**config.mk**
```make
export PLATFORM = sky130hd
export DESIGN_NAME = wb_write_arbiter
export DESIGN_NICKNAME = d
export VERILOG_FILES = /design/src/rtl/wb_write_arbiter.sv
export SDC_FILE = /design/constraint.sdc
export NUM_CORES = 1
export LEC_CHECK = 0
export CORE_ASPECT_RATIO = 1.25
export CORE_MARGIN = 3
export CORE_UTILIZATION = 36
export CTS_CLUSTER_DIAMETER = 60
export DETAILED_ROUTE_END_ITERATION = 8
export MAX_ROUTING_LAYER = met4
export RECOVER_POWER = 50
export SYNTH_ARGS = -nofsm -noshare
export SYNTH_HDL_FRONTEND = slang
export SYNTH_SLANG_ARGS = --single-unit
```
**constraint.sdc**
```tcl
create_clock -name clk -period 2.93 [get_ports clk]
set_clock_uncertainty 0.2 [all_clocks]
set_input_delay 0.7325 -clock clk [delete_from_list [all_inputs] [get_ports clk]]
set_output_delay 0.7325 -clock clk [all_outputs]
set_load 0.005 [all_outputs]
```
**src/rtl/wb_write_arbiter.sv**
```systemverilog
`default_nettype none
// ============================================================================
// Module : wb_write_arbiter
// Brief  : Sole owner of the register-file write port. Merges pipeline
//          writeback (fixed priority) with buffered long-latency results and
//          keeps a per-register pending scoreboard for hazard detection.
// Rev    : 1.0 - initial release
// ============================================================================
module wb_write_arbiter #(
    parameter int DEPTH = 4,
    parameter int CNT_W = 2
) (
    input  logic                    clk,
    input  logic                    rst,
    input  logic                    a_valid,
    input  logic [4:0]              a_addr,
    input  logic [31:0]             a_data,
    input  logic                    b_valid,
    output logic                    b_ready,
    input  logic [4:0]              b_addr,
    input  logic [31:0]             b_data,
    input  logic                    issue_valid,
    input  logic [4:0]              issue_addr,
    output logic                    issue_ok,
    output logic                    WE,
    output logic [4:0]              W,
    output logic [31:0]             WD,
    output logic [31:0]             busy,
    output logic [$clog2(DEPTH):0]  fifo_count
);

    localparam int                 c_PW       = $clog2(DEPTH);
    localparam logic [c_PW:0]      c_FULL     = (c_PW+1)'(DEPTH);
    localparam logic [c_PW:0]      c_CNT_ONE  = (c_PW+1)'(1);
    localparam logic [c_PW-1:0]    c_PTR_ONE  = c_PW'(1);
    localparam logic [CNT_W-1:0]   c_PEND_MAX = '1;
    localparam logic [CNT_W-1:0]   c_PEND_ONE = CNT_W'(1);

    logic [4:0]       r_fifo_addr [DEPTH];
    logic [31:0]      r_fifo_data [DEPTH];
    logic [c_PW-1:0]  r_rd_ptr;
    logic [c_PW-1:0]  r_wr_ptr;
    logic [c_PW:0]    r_count;
    logic [CNT_W-1:0] r_pend [32];

    logic             w_ready;
    logic             w_sel_a;
    logic             w_pop;
    logic             w_push;
    logic [4:0]       w_head_addr;
    logic [31:0]      w_head_data;
    logic [31:0]      w_inc;
    logic [31:0]      w_dec;

    // Ready depends only on stored occupancy, never on this cycle's pop.
    assign w_ready     = (r_count != c_FULL);
    assign b_ready     = w_ready;
    assign w_sel_a     = a_valid && (a_addr != 5'd0);
    assign w_pop       = !w_sel_a && (r_count != '0);
    assign w_push      = b_valid && w_ready && (b_addr != 5'd0);
    assign w_head_addr = r_fifo_addr[r_rd_ptr];
    assign w_head_data = r_fifo_data[r_rd_ptr];
    assign issue_ok    = (r_pend[issue_addr] != c_PEND_MAX);
    assign fifo_count  = r_count;

    always_ff @(posedge clk) begin
        if (rst) begin
            r_rd_ptr <= '0;
            r_wr_ptr <= '0;
            r_count  <= '0;
        end else begin
            if (w_push) r_wr_ptr <= r_wr_ptr + c_PTR_ONE;
            if (w_pop)  r_rd_ptr <= r_rd_ptr + c_PTR_ONE;
            case ({w_push, w_pop})
                2'b10:   r_count <= r_count + c_CNT_ONE;
                2'b01:   r_count <= r_count - c_CNT_ONE;
                default: r_count <= r_count;
            endcase
        end
    end

    always_ff @(posedge clk) begin
        if (w_push) begin
            r_fifo_addr[r_wr_ptr] <= b_addr;
            r_fifo_data[r_wr_ptr] <= b_data;
        end
    end

    always_ff @(posedge clk) begin
        if (rst) begin
            WE <= 1'b0;
            W  <= 5'd0;
            WD <= 32'd0;
        end else if (w_sel_a) begin
            WE <= 1'b1;
            W  <= a_addr;
            WD <= a_data;
        end else if (w_pop) begin
            WE <= 1'b1;
            W  <= w_head_addr;
            WD <= w_head_data;
        end else begin
            WE <= 1'b0;
        end
    end

    always_comb begin
        w_inc = '0;
        w_dec = '0;
        busy  = '0;
        for (int r = 1; r < 32; r++) begin
            w_inc[r] = issue_valid && issue_ok && (issue_addr == 5'(r));
            w_dec[r] = w_pop && (w_head_addr == 5'(r));
            busy[r]  = (r_pend[r] != '0);
        end
    end

    // Entry 0 is only ever cleared; register 0 is never tracked.
    always_ff @(posedge clk) begin
        if (rst) begin
            for (int r = 0; r < 32; r++) r_pend[r] <= '0;
        end else begin
            for (int r = 1; r < 32; r++) begin
                if (w_inc[r] && !w_dec[r])
                    r_pend[r] <= r_pend[r] + c_PEND_ONE;
                else if (w_dec[r] && !w_inc[r] && (r_pend[r] != '0))
                    r_pend[r] <= r_pend[r] - c_PEND_ONE;
            end
        end
    end

endmodule
`default_nettype wire
```
# Word-level counts from Yosys, hierarchy flattened
# Memories as Yosys holds them, arrays and structs flattened. A register that Yosys moved wholly into a read port is not among the register bits.
# Cells that the tools add are included.
# classes
addsub	66
n_eq_ne	66
mux	294
bitwise_logic	62
reduce_logical	259
# op_table
cell	n
1-bit two-way mux	223
5-bit equality test (second input constant)	32
1-bit logical AND	160
2-bit two-way mux	66
5-bit by 4-bit equality test with 1-bit output (second input constant)	16
2-bit by 1-bit adder with 2-bit output (second input constant)	33
2-bit nonzero test	33
32-bit two-way mux	2
1-bit zero test	63
1-bit bitwise OR	62
2-bit by 1-bit subtractor with 2-bit output (second input constant)	31
5-bit by 3-bit equality test with 1-bit output (second input constant)	8
5-bit by 2-bit equality test with 1-bit output (second input constant)	4
5-bit by 1-bit equality test with 1-bit output (second input constant)	2
5-bit two-way mux	2
5-bit nonzero test	2
3-bit one-hot mux with 2 select lines	1
3-bit by 1-bit adder with 3-bit output (second input constant)	1
3-bit != test (second input constant)	1
3-bit nonzero test	1
3-bit by 1-bit subtractor with 3-bit output (second input constant)	1
2-bit by 1-bit equality test with 1-bit output (second input constant)	1
2-bit equality test (second input constant)	1
2-bit != test (second input constant)	1
# totals
regBits	45
mem_bits_rw	212
in_bits	84
output_inout_bits	75
word_cells	756
mem_count	3
# memory_table
name	depth	word_bits	rd	rd_clocked_by_memory_dff	write_ports	line_no	text
r_fifo_data	4	32	1	1	1	40	logic [31:0] r_fifo_data [DEPTH];
r_pend	32	2	32	0	32	44	logic [CNT_W-1:0] r_pend [32];
r_fifo_addr	4	5	1	1	1	39	logic [4:0] r_fifo_addr [DEPTH];

# Logic depth before layout (Yosys ltp)
# Gate-level depths: netlist of the first run.
# depth
depth_word	12
depth_mapped	11
mapped_depth_nobuf	11

# Worst setup path after synthesis of the first run
# Ideal clock, no wire load.
# synth_timing
path_kind	input to register
startpoint	input issue_addr[3]
endpoint	memory r_pend[23][0] (enable)
setup_ns	0.255
t_arrival_ns	2.728
required_ns	2.475
setup_slack_ns	-0.253
stages	7
path_buffers	2
cell_sequence	buf_2 -> buf_1 -> mux4_2 -> mux2_4 -> o21a_1 -> or3_1 -> a311o_1
# synth_rtl
element	line_no	text
start: declaration	23	input logic [4:0] issue_addr,
end: declaration	44	

# Final worst setup path of the first run
# layout_timing
startpoint	input issue_addr[1]
endpoint	output issue_ok
# layout_between
elab_chain_len	2
# layout_lines
element	line_no	text
memory read 32 x 2 bit	--	
2-bit != test	63	assign issue_ok = (r_pend[issue_addr] != c_PEND_MAX);
end: declaration	24	output logic issue_ok,
# Every way passes these cells.

==> metrics.md, run 1 <==
| Metric | Value |
|---|---|
| I/O Buffers | `157` |
| Final ANT Viol Nets | `0` |
| Worst hold slack | `0.2801 ns` |
| R2R depth | `8` |
| WP depth | `7` |
| Tmin final | `3.205 ns` |
| Status | `finished with violations` |
| Die ar. | `37640 µm²` |
| Largest net degree at the start of global routing | `59` |
| Final Hold Fails | `0` |
| Reg2reg setup slack | `0.10 ns` |
| Rows | `76` |
| Area of the multi-input gates | `5218 µm²` |
| Async SR Flop Fraction | `0%` |
| DR iter-0 viols | `608` |
| Clk root buf | `clkbuf_16` |
| Critical path required time | `2.00 ns` |
| Wire per inst | `19.59 µm` |
| Fmax achieved | `312.0 MHz` |
| Slew Viols, Final | `0` |
| WS Path Type | `input port to output port` |
| Via count | `10010` |
| Final-layout fill cell count | `3057` |
| TritonCTS Buffers | `30` |
| Crit path capture | `issue_ok` |
| Synth area leaders | `edfxtp_1 (50%), mux4_2 (8.5%), dfxtp_1 (7.4%)` |
| Final Wtd Congestion | `0.9028` |
| Synthesized net count | `1124` |
| Initial Util | `36.65%` |
| #FFs+latches synth | `257` |
| RSZ-0062 raised after global routing | `true` |
| Total power | `11460 µW` |
| Compound-Gate Fraction of Synth Area | `11.68%` |
| Total congestion overflow | `0` |
| Mapped Area | `12720 µm²` |
| Min-Delay Path Class | `register to register` |
| Cell chain of the critical path | `buf_6 -> buf_12 -> mux4_2 -> mux2_4 -> a21o_1 -> a21oi_2 -> buf_2` |
| Clock tree buffer depth | `3` |
| Ys flop type | `edfxtp_1` |
| HPWL after DPL | `26510 µm` |
| Failing checks | `negative setup slack` |
| Worst-Margin Slew | `1.466 ns` |
| Wirelength, routed | `37000 µm` |
| DRC viols | `0` |
| Crit end category | `output port` |
| DR pass1 iterations | `7` |
| Post-synthesis sequential area ratio | `56.97%` |
| Vias in the first global route | `10310` |
| Post-Synth XOR/XNOR Area | `1.584%` |
| PD cells | `650.2 nW/µm²` |
| All-Layer GR Usage | `19.81%` |
| Reg2reg end | `r_pend[2][1]$_SDFFCE_PN0P_` |
| Crit path buffers/inverters | `3` |
| Cells after synthesis | `1033` |
| CP Launch Point | `issue_addr[1]` |
| I/O pin cnt | `159` |
| Startpoint types | `input port` |
| Setup violations, final | `1` |
| Avg Inst Size Synth | `12.31 µm²` |
| Reg area | `7251 µm²` |
| Peak supply drop | `0.4966 mV` |
| Crit Path Max Fanout | `5` |
| Post-synth top area cell | `edfxtp_1` |
| DR vias/cell | `5.301` |
| Cell variety after synth | `86` |
| Crit-path max cell delay | `0.48 ns` |
| Post-CTS Hold Fix Bufs | `0` |
| Final instance area | `17630 µm²` |
| Setup_tns | `-0.2748 ns` |
| Core box area | `34710 µm²` |
| Die Wd | `174.1 µm` |
| Ys Warns | `0` |
| Share of cells above drive strength 1 | `29.58%` |
| DIE HEIGHT | `216.2 µm` |
| EDFF count, synth | `210` |
| Nets | `1481` |
| Post-synthesis mux area share | `9.718%` |
| P_leak | `0.006445 µW` |
| Skew-Pair Late Insertion Delay | `0.56 ns` |
| Share of the synthesized area in the top cell type | `49.57%` |
| Final critical-path share of the clock period | `109.4%` |
| Slowest CP cell | `mux4_2` |
| CTS clk-pin slew, worst paths | `0.06 ns` |
| P&R area growth vs syn | `38.57%` |
| CTS tree | `yes` |
| Critical Path AT | `2.27 ns` |
| Maxcap violations | `0` |
| Post-DP Area | `16380 µm²` |
| Slew HR | `2.247%` |
| Htree depth | `1` |
| Post-Synth Simple-Gate Area | `16.11%` |
| Final core occ | `50.79%` |
| First-pass GRT wire length | `57330 µm` |
| Adder-Cell Fraction of Synth Area | `0.7475%` |
| Initial antenna violation count | `7` |
| Largest family of logic cells by synthesized area | `simple AND/OR/NAND/NOR gates` |
| CP top delay family | `multiplexers` |
| Final WS setup | `-0.2748 ns` |
| Clk sinks | `257` |
## metal layers
layer / vias up / GRT usage, % / routed length [µm]
li1: 4702 / - / -
met1: 4903 / 23.83 / 14840
met5: - / - / 0
met2: 329 / 33.27 / 18560
met4: 0 / 6.786 / 1187
met3: 79 / 4.118 / 2420
## state kept, by name, indices dropped and copies added (netlist names), named ones only
register     cells
r_fifo_data    128
r_pend          62
WD              32
r_fifo_addr     20
W                5
fifo_count       3
r_rd_ptr         2
r_wr_ptr         2
WE               1
## worst min-delay path, stage by stage, from the launching register on
cell and delay (ns):
dfxtp_1 0.30, nand2_1 0.05, a311oi_1 0.08
## logic make-up after synthesis
logic type / Yosys count
mux: 60
xor+xnor: 23
simple gates: 408
other cells: 1
flops: 257
buf+inv: 88
fa+ha+maj: 7
compound gates: 189
## layout by cell type (no fill, tap or decap), types with 12 or more instances in the layout
cell type,count
a21oi_1,26
a311oi_1,37
buf_4,205
clkbuf_1,12
clkbuf_16,30
clkdlybuf4s50_1,106
dfxtp_1,46
dlygate4sd3_1,37
edfxtp_1,210
inv_1,23
mux4_2,48
nand2_1,132
nand3_1,38
nand4_1,14
nor2_1,87
nor3_1,13
o211ai_1,15
o21ai_0,16
or2_2,24
or3_1,12
xnor2_1,13
## cells in the mapped netlist (4+ instances only)
library cell and n:
and3_1 9, a311o_1 4, ha_1 6, buf_6 6, mux4_2 48, nor3b_1 6
o22ai_1 6, a21o_1 4, o211ai_1 15, a211oi_1 8, buf_1 8, buf_2 7
a311oi_1 37, a211o_1 8, xor2_1 10, a31oi_1 8, nand2b_1 7, nor2_1 88
o21a_1 5, nor2b_1 11, and2_1 12, o21ai_0 16, edfxtp_1 210, nor3_1 15
dfxtp_1 47, nand4_1 14, nand2_1 137, clkbuf_1 38, buf_4 5, inv_1 24
or2_2 24, a211oi_2 4, mux2_2 7, a21oi_1 27, or3_1 12, xnor2_1 13
nand3_1 42
## worst min-delay path by stage
stage | startpoint | to | slack [ns] | depth (start not counted)
after global placement | WD[30]$_SDFFE_PP0P_ | WD[30]$_SDFFE_PP0P_ | 0.26 | 2
final | WD[9]$_SDFFE_PP0P_ | WD[9]$_SDFFE_PP0P_ | 0.28 | 2
after CTS | WD[14]$_SDFFE_PP0P_ | WD[14]$_SDFFE_PP0P_ | 0.29 | 2
after detailed placement | WD[0]$_SDFFE_PP0P_ | WD[0]$_SDFFE_PP0P_ | 0.27 | 2
after global routing | WD[20]$_SDFFE_PP0P_ | WD[20]$_SDFFE_PP0P_ | 0.30 | 2
after floorplan | WD[0]$_SDFFE_PP0P_ | WD[0]$_SDFFE_PP0P_ | 0.27 | 2
## final cells by class
class | count | area share [%]
tap | 468 | 3.322
sequential | 257 | 41.13
clock inverter | 19 | 1.122
antenna | 8 | 0.1136
timing repair buffer | 389 | 19.75
multi-input combinational | 688 | 29.60
clock buffer | 36 | 4.443
inverter | 24 | 0.5111
## metrics by stage
| stage | instances | worst slack (ns) |
|---|---|---|
| final | 1889 | -0.2748 |
| after global routing | 1888 | -0.3181 |
| after CTS | 1875 | -0.2760 |
| after detailed placement | 1810 | -1.117 |
| after global placement | 1810 | -1.126 |
| after floorplan | 1033 | -0.1019 |
## what timing repair did
action / CTS / global route
endpoints found under the setup margin: 94 / 28
pin swaps: 6 / 11
resized for setup: 31 / 24
buffers inserted: 6 / 7
gates cloned: 4 / 0
## power by group
group / internal, µW / switching (µW) / total [µW] / leakage (µW)
combinational: 1450 / 1770 / 3220 / 0.00358
clock: 2120 / 1570 / 3690 / 0.000480
sequential: 4370 / 185 / 4550 / 0.00238
total: 7940 / 3520 / 11500 / 0.00644
No activity file was read; power rests on OpenSTA's default activity.
==> inputs of run 2 (changes only) <==
--- a/config.mk
+++ b/config.mk
@@ -5,8 +5,9 @@
 export SDC_FILE = /design/constraint.sdc
 export NUM_CORES = 1
 export LEC_CHECK = 0
+export CAP_MARGIN = 20
 export CORE_ASPECT_RATIO = 1.25
-export CORE_MARGIN = 3
+export CORE_MARGIN = 4
 export CORE_UTILIZATION = 36
 export CTS_CLUSTER_DIAMETER = 60
 export DETAILED_ROUTE_END_ITERATION = 8
==> metrics.md, run 2 (synthesized netlist as in run 1, its figures left out) <==
| Metric | Value |
|---|---|
| Status | `finished with violations` |
| Failing checks | `max-capacitance violations, negative setup slack` |
| Skew-Pair Late Insertion Delay | `0.58 ns (+0.02 ns)` |
| DR vias/cell | `5.279 (-0.41%)` |
| CTS tree | `yes` |
| DR iter-0 viols | `569 (-6.4%)` |
| Fmax achieved | `310.8 MHz (-0.41%)` |
| Wirelength, routed | `37120 µm (+0.31%)` |
| Slew HR | `0.1815% (-2.1 points)` |
| Final critical-path share of the clock period | `109.8% (+0.45 points)` |
| First-pass GRT wire length | `57040 µm (-0.52%)` |
| Initial Util | `36.65% (unchanged)` |
| Final core occ | `50.62% (-0.17 points)` |
| Leading cell type in the layout, fill and taps excluded | `edfxtp_1` |
| Initial antenna violation count | `5 (-2)` |
| CTS clk-pin slew, worst paths | `0.06 ns (about the same)` |
| Maxcap violations | `1 (+1)` |
| Core box area | `34710 µm² (unchanged)` |
| Critical path required time | `2.00 ns (about the same)` |
| Final instance area | `17570 µm² (-0.33%)` |
| HPWL after DPL | `26800 µm (+1.1%)` |
| P&R area growth vs syn | `38.11%` |
| Crit path buffers/inverters | `3 (unchanged)` |
| Largest net degree at the start of global routing | `65 (+10%)` |
| Final Instance Count excl. Fillers | `1882 (-0.37%)` |
| Final ANT Viol Nets | `0 (unchanged)` |
| Nets | `1475 (-0.41%)` |
| Die Wd | `176.1 µm (+1.1%)` |
| Top reg by flops | `r_fifo_data` |
| Clk sinks | `257 (unchanged)` |
| Setup violations, final | `1 (unchanged)` |
| Most frequent cells in the layout | `edfxtp_1 (210), buf_4 (196), nand2_1 (133)` |
| P_leak | `0.006380 µW (-1.0%)` |
| Htree depth | `1 (unchanged)` |
| Share of cells above drive strength 1 | `28.81% (-0.77 points)` |
| Final WS setup | `-0.2880 ns (-0.01319 ns)` |
| Final Wtd Congestion | `0.9463 (+4.8%)` |
| Max reg flops | `128 (unchanged)` |
| Post-DP Area | `16350 µm² (-0.20%)` |
| I/O pin cnt | `159 (unchanged)` |
| Vias in the first global route | `10270 (-0.31%)` |
| Cell chain of the critical path | `buf_6 -> buf_12 -> mux4_2 -> mux2_4 -> a21o_1 -> a21oi_2 -> buf_2` |
| Clk root buf | `clkbuf_16` |
| DRC viols | `0 (unchanged)` |
| All-Layer GR Usage | `19.57% (-0.24 points)` |
| Crit Path Max Fanout | `6 (+1)` |
| DR pass1 iterations | `5 (-2)` |
| Slowest CP cell | `mux4_2` |
| RSZ-0062 raised after global routing | `true` |
| Final-layout fill cell count | `3080 (+0.75%)` |
| Startpoint types | `input port` |
| TritonCTS Buffers | `31 (+3.3%)` |
| Wire per inst | `19.72 µm (+0.68%)` |
| Post-CTS Hold Fix Bufs | `0 (unchanged)` |
| Tmin final | `3.218 ns (+0.01319 ns)` |
| Via count | `9935 (-0.78%)` |
| Placed Cells | `1804 (-0.33%)` |
| DIE HEIGHT | `218.2 µm (+0.93%)` |
| Die ar. | `38430 µm² (+2.1%)` |
| I/O Buffers | `157 (unchanged)` |
| PD cells | `653.8 nW/µm² (+0.57%)` |
| Worst-Margin Slew | `1.497 ns (+0.03099 ns)` |
| Slew Viols, Final | `0 (unchanged)` |
| Crit end category | `output port` |
| Critical Path AT | `2.29 ns (+0.02 ns)` |
| Min-Delay Path Class | `register to register` |
| WS Path Type | `input port to output port` |
| Peak supply drop | `0.5459 mV (+9.9%)` |
| Final Hold Fails | `0 (unchanged)` |
| Clock tree buffer depth | `3 (unchanged)` |
| Rows | `76 (unchanged)` |
| Crit-path max cell delay | `0.49 ns (about the same)` |
| Top flop regs | `r_fifo_data: 128 flops, r_pend: 62 flops, WD: 32 flops` |
| Total power | `11490 µW (+0.24%)` |
| CP top delay family | `multiplexers` |
| Total congestion overflow | `0 (unchanged)` |
## run 2: cell count changes in the layout (fill, tap and decap cells not counted), moves of 3 or more
cell,before,now
buf_4,205,196
clkbuf_1,12,18
clkdlybuf4s50_1,106,101
diode_2,8,5
dlygate4sd2_1,0,8
## run 2: layout make-up
cell class / count / area (µm²) / area share [%]
inverter: 24 / 90.09 / 0.5127
sequential: 257 / 7248 / 41.25
timing repair buffer: 382 / 3391 / 19.30
multi-input combinational: 688 / 5228 / 29.75
clock inverter: 19 / 177.7 / 1.011
tap: 468 / 585.6 / 3.333
antenna: 5 / 12.51 / 0.07121
clock buffer: 39 / 837.1 / 4.764
## run 2: report_power, final
part,internal [µW],switching (µW)
Sequential,4370,182
Clock,2160,1590
Combinational,1410,1780
Total,7940,3550
## run 2: worst paths after layout
| path | from | end | slack, ns | cells after the start |
|---|---|---|---|---|
| min | WD[14]$_SDFFE_PP0P_ | WD[14]$_SDFFE_PP0P_ | 0.28 | 2 |
| max reg2reg | register | r_pend[7][1]$_SDFFCE_PN0P_ | 0.12 | 8 |
| max | issue_addr[1] | issue_ok | -0.29 | 7 |
| min reg2reg | WD[14]$_SDFFE_PP0P_ | WD[14]$_SDFFE_PP0P_ | 0.28 | 2 |
## run 2: per-layer routing
metal  track usage [%]  up-vias  routed length, µm  part of all wire, %
met2             33.43      321              18600                   50
met4             7.176        0               1404                  3.8
met1             22.75     4831              14770                   40
met5                 -        -                  0                    0
met3             4.273       83               2342                  6.3
li1                  -     4700                  -                    -
## run 2: what timing repair did
item,CTS,global route
pin swaps,10,2
buffers inserted,7,4
cloned,4,0
setup endpoints to repair,91,24
resized for setup,46,14
## run 2: per-stage QoR
| stage | setup slack (ns) | hold slack (ns) | TNS, ns |
|---|---|---|---|
| finish | -0.2880 | 0.2783 | -0.2880 |
| global route | -0.3391 | 0.2954 | -0.6405 |
| global placement | -1.126 | 0.2654 | -71.31 |
| CTS | -0.2918 | 0.2846 | -0.2918 |
| floorplan | -0.1019 | 0.2712 | -1.224 |
| detailed placement | -1.134 | 0.2673 | -75.11 |
## run 2: worst reg2reg max path, stage by stage, from the launching register on
cell and delay (ns):
dfxtp_2 0.35, mux4_2 0.57, or4_4 0.46, buf_8 0.18, nor2b_4 0.13, buf_12 0.13
nand2_2 0.06, a211oi_2 0.26, a211o_1 0.18
==> inputs of run 3 (changes only) <==
==> constraint.sdc (replaced) <==
create_clock -name clk -period 3 [get_ports clk]
set_clock_uncertainty 0.2 [all_clocks]
set_input_delay 0.75 -clock clk [delete_from_list [all_inputs] [get_ports clk]]
set_output_delay 0.75 -clock clk [all_outputs]
set_load 0.005 [all_outputs]
==> metrics.md, run 3 (synthesized netlist as in run 1, its figures left out) <==
| Metric | Value |
|---|---|
| Startpoint types | `input port` |
| P_leak | `0.006271 µW (-1.7%)` |
| TritonCTS Buffers | `30 (-3.2%)` |
| Final instance area | `17410 µm² (-0.93%)` |
| Vias in the first global route | `10250 (-0.23%)` |
| Worst hold endpoint | `WD[15]$_SDFFE_PP0P_` |
| Final critical-path share of the clock period | `107.5%` |
| Clock tree buffer depth | `3 (unchanged)` |
| CTS tree | `yes` |
| CTS clk-pin slew, worst paths | `0.06 ns (about the same)` |
| Slew HR | `9.898% (+9.7 points)` |
| Nets | `1464 (-0.75%)` |
| Peak supply drop | `0.5741 mV (+5.2%)` |
| Final core occ | `50.15% (-0.47 points)` |
| Setup_tns | `-0.2237 ns (+0.06425 ns)` |
| Most frequent cells in the layout | `edfxtp_1 (210), buf_4 (187), nand2_1 (133)` |
| Final ANT Viol Nets | `0 (unchanged)` |
| I/O Buffers | `157 (unchanged)` |
| Initial antenna violation count | `7 (+2)` |
| Hold_sp | `WD[15]$_SDFFE_PP0P_` |
| P&R area growth vs syn | `36.83%` |
| Reg2reg end | `r_pend[18][1]$_SDFFCE_PP0P_` |
| Switching Fraction | `30.39% (-0.52 points)` |
| Top flop regs | `r_fifo_data: 128 flops, r_pend: 62 flops, WD: 32 flops` |
| Largest net degree at the start of global routing | `45 (-31%)` |
| Final WS setup | `-0.2237 ns (+0.06425 ns)` |
| R2R depth | `7 (-1)` |
| DR iter-0 viols | `548 (-3.7%)` |
| Reg area | `7248 µm² (unchanged)` |
| Initial Util | `36.65% (unchanged)` |
| Total congestion overflow | `0 (unchanged)` |
| Area of the multi-input gates | `5160 µm² (-1.3%)` |
| Setup violations, final | `1 (unchanged)` |
| Critical Path AT | `2.27 ns (-0.02 ns)` |
| DR pass1 iterations | `5 (unchanged)` |
| Htree depth | `1 (unchanged)` |
| Post-DP Area | `16280 µm² (-0.40%)` |
| Post-CTS Hold Fix Bufs | `0 (unchanged)` |
| Wire per inst | `19.64 µm (-0.40%)` |
| Via count | `9867 (-0.68%)` |
| Clock share of power | `33.0% (+0.4 points)` |
| Leading cell type in the layout, fill and taps excluded | `edfxtp_1` |
| Crit Path Max Fanout | `8 (+2)` |
| Max reg flops | `128 (unchanged)` |
| Internal power | `7820 µW (-1.5%)` |
| Final-layout fill cell count | `3051 (-0.94%)` |
| Skew-Pair Late Insertion Delay | `0.57 ns (about the same)` |
| Final Hold Fails | `0 (unchanged)` |
| Top reg by flops | `r_fifo_data` |
| DIE HEIGHT | `218.2 µm (unchanged)` |
| Rows | `76 (unchanged)` |
| HPWL after DPL | `26540 µm (-0.95%)` |
| Core box area | `34710 µm² (unchanged)` |
| Status | `finished with violations` |
| Fraction of power consumed by sequential logic | `39.5% (about the same)` |
| Die ar. | `38430 µm² (unchanged)` |
| Critical path required time | `2.05 ns (+0.05 ns)` |
| I/O pin cnt | `159 (unchanged)` |
| Min-Delay Path Class | `register to register` |
| Failing checks | `negative setup slack` |
| Clk sinks | `257 (unchanged)` |
| DRC viols | `0 (unchanged)` |
| DR vias/cell | `5.271 (-0.15%)` |
| Reg2reg setup slack | `0.15 ns (+0.03 ns)` |
| Die Wd | `176.1 µm (unchanged)` |
| All-Layer GR Usage | `19.24% (-0.34 points)` |
| Maxcap violations | `0 (-1)` |
| First-pass GRT wire length | `56440 µm (-1.0%)` |
| Clk root buf | `clkbuf_16` |
| Share of cells above drive strength 1 | `27.49% (-1.3 points)` |
| Fmax achieved | `310.2 MHz` |
| Switching power | `3414 µW (-3.9%)` |
| Tmin final | `3.224 ns` |
| Slew Viols, Final | `0 (unchanged)` |
| PD cells | `645.4 nW/µm² (-1.3%)` |
| RSZ-0062 raised after global routing | `true` |
| Logic gate share of total power | `27.5% (-0.3 points)` |
| Worst-Margin Slew | `1.352 ns (-0.1457 ns)` |
| Wirelength, routed | `36770 µm (-0.93%)` |
| WS Path Type | `input port to output port` |
| Crit end category | `output port` |
| Hold depth | `2 (unchanged)` |
| Final Wtd Congestion | `0.9291 (-1.8%)` |
==> run 3: changes by cell type in the layout (fill, tap and decap cells not counted), sizes merged <==
cell,before,now
clkinvlp,2,0
buf,211,200
inv,31,30
dlygate4sd2,8,0
clkbuf,56,59
clkdlybuf4s50,101,113
bufinv,1,3
clkinv,9,7
dlymetal6s2s,6,1
diode,5,7
==> run 3: per-layer routing <==
metal | wire, µm | up-vias | track usage (%)
li1 | - | 4672 | -
met1 | 14880 | 4852 | 22.47
met2 | 18720 | 283 | 33.30
met3 | 2287 | 60 | 4.360
met4 | 884 | 0 | 5.668
met5 | 0 | - | -
==> run 3: power groups by stage <==
stage	logic (µW)	clock network, µW	registers, µW
global route	3390	3940	4470
finish	3090	3700	4440
detailed placement	3130	0	4510
global placement	3120	0	4500
CTS	3180	3790	4440
floorplan	1650	0	4490
==> run 3: per-stage QoR <==
step                      setup slack (ns)  std cells  hold WS (ns)  total power, µW
after CTS                          -0.2351       1862        0.2791            11410
after global routing               -0.2630       1872        0.3095            11800
after global placement              -1.103       1798        0.2637             7621
final                              -0.2237       1872        0.2785            11230
after detailed placement            -1.116       1798        0.2693             7641
after floorplan                   -0.09109       1033        0.2712             6136
==> run 3: repair_timing <==
item / 4_1_cts / 5_1_grt
buffers inserted: 6 / 4
endpoints found under the setup margin: 86 / 25
gates cloned: 3 / 0
gates resized for setup: 31 / 9
pin swaps: 4 / 4
==> run 3: area by class of cell <==
cell class	count	area share, %
Timing Repair Buffer	372	18.93
Antenna cell	7	0.1006
Clock inverter	16	1.164
Inverter	24	0.5175
Tap cell	468	3.364
Multi-Input combinational cell	688	29.64
Clock buffer	40	4.643
Sequential cell	257	41.64
==> run 3: worst max-delay path, cell delays in order <==
cell and delay [ns]:
buf_12 0.09, buf_12 0.13, mux4_2 0.50, mux2_4 0.29, a21o_1 0.19, a21oi_2 0.16, buf_2 0.14
==> run 3: worst max-delay path by stage <==
| stage | from | endpoint | slack, ns |
|---|---|---|---|
| floorplan | issue_addr[1] | r_pend[23][0]$_SDFFCE_PP0P_ | -0.09 |
| finish | issue_addr[1] | issue_ok | -0.22 |
| CTS | r_pend[26][0]$_SDFFCE_PP0P_ | issue_ok | -0.24 |
| detailed placement | issue_addr[1] | issue_ok | -1.12 |
| global route | r_pend[26][0]$_SDFFCE_PP0P_ | issue_ok | -0.26 |
| global placement | issue_addr[1] | issue_ok | -1.10 |
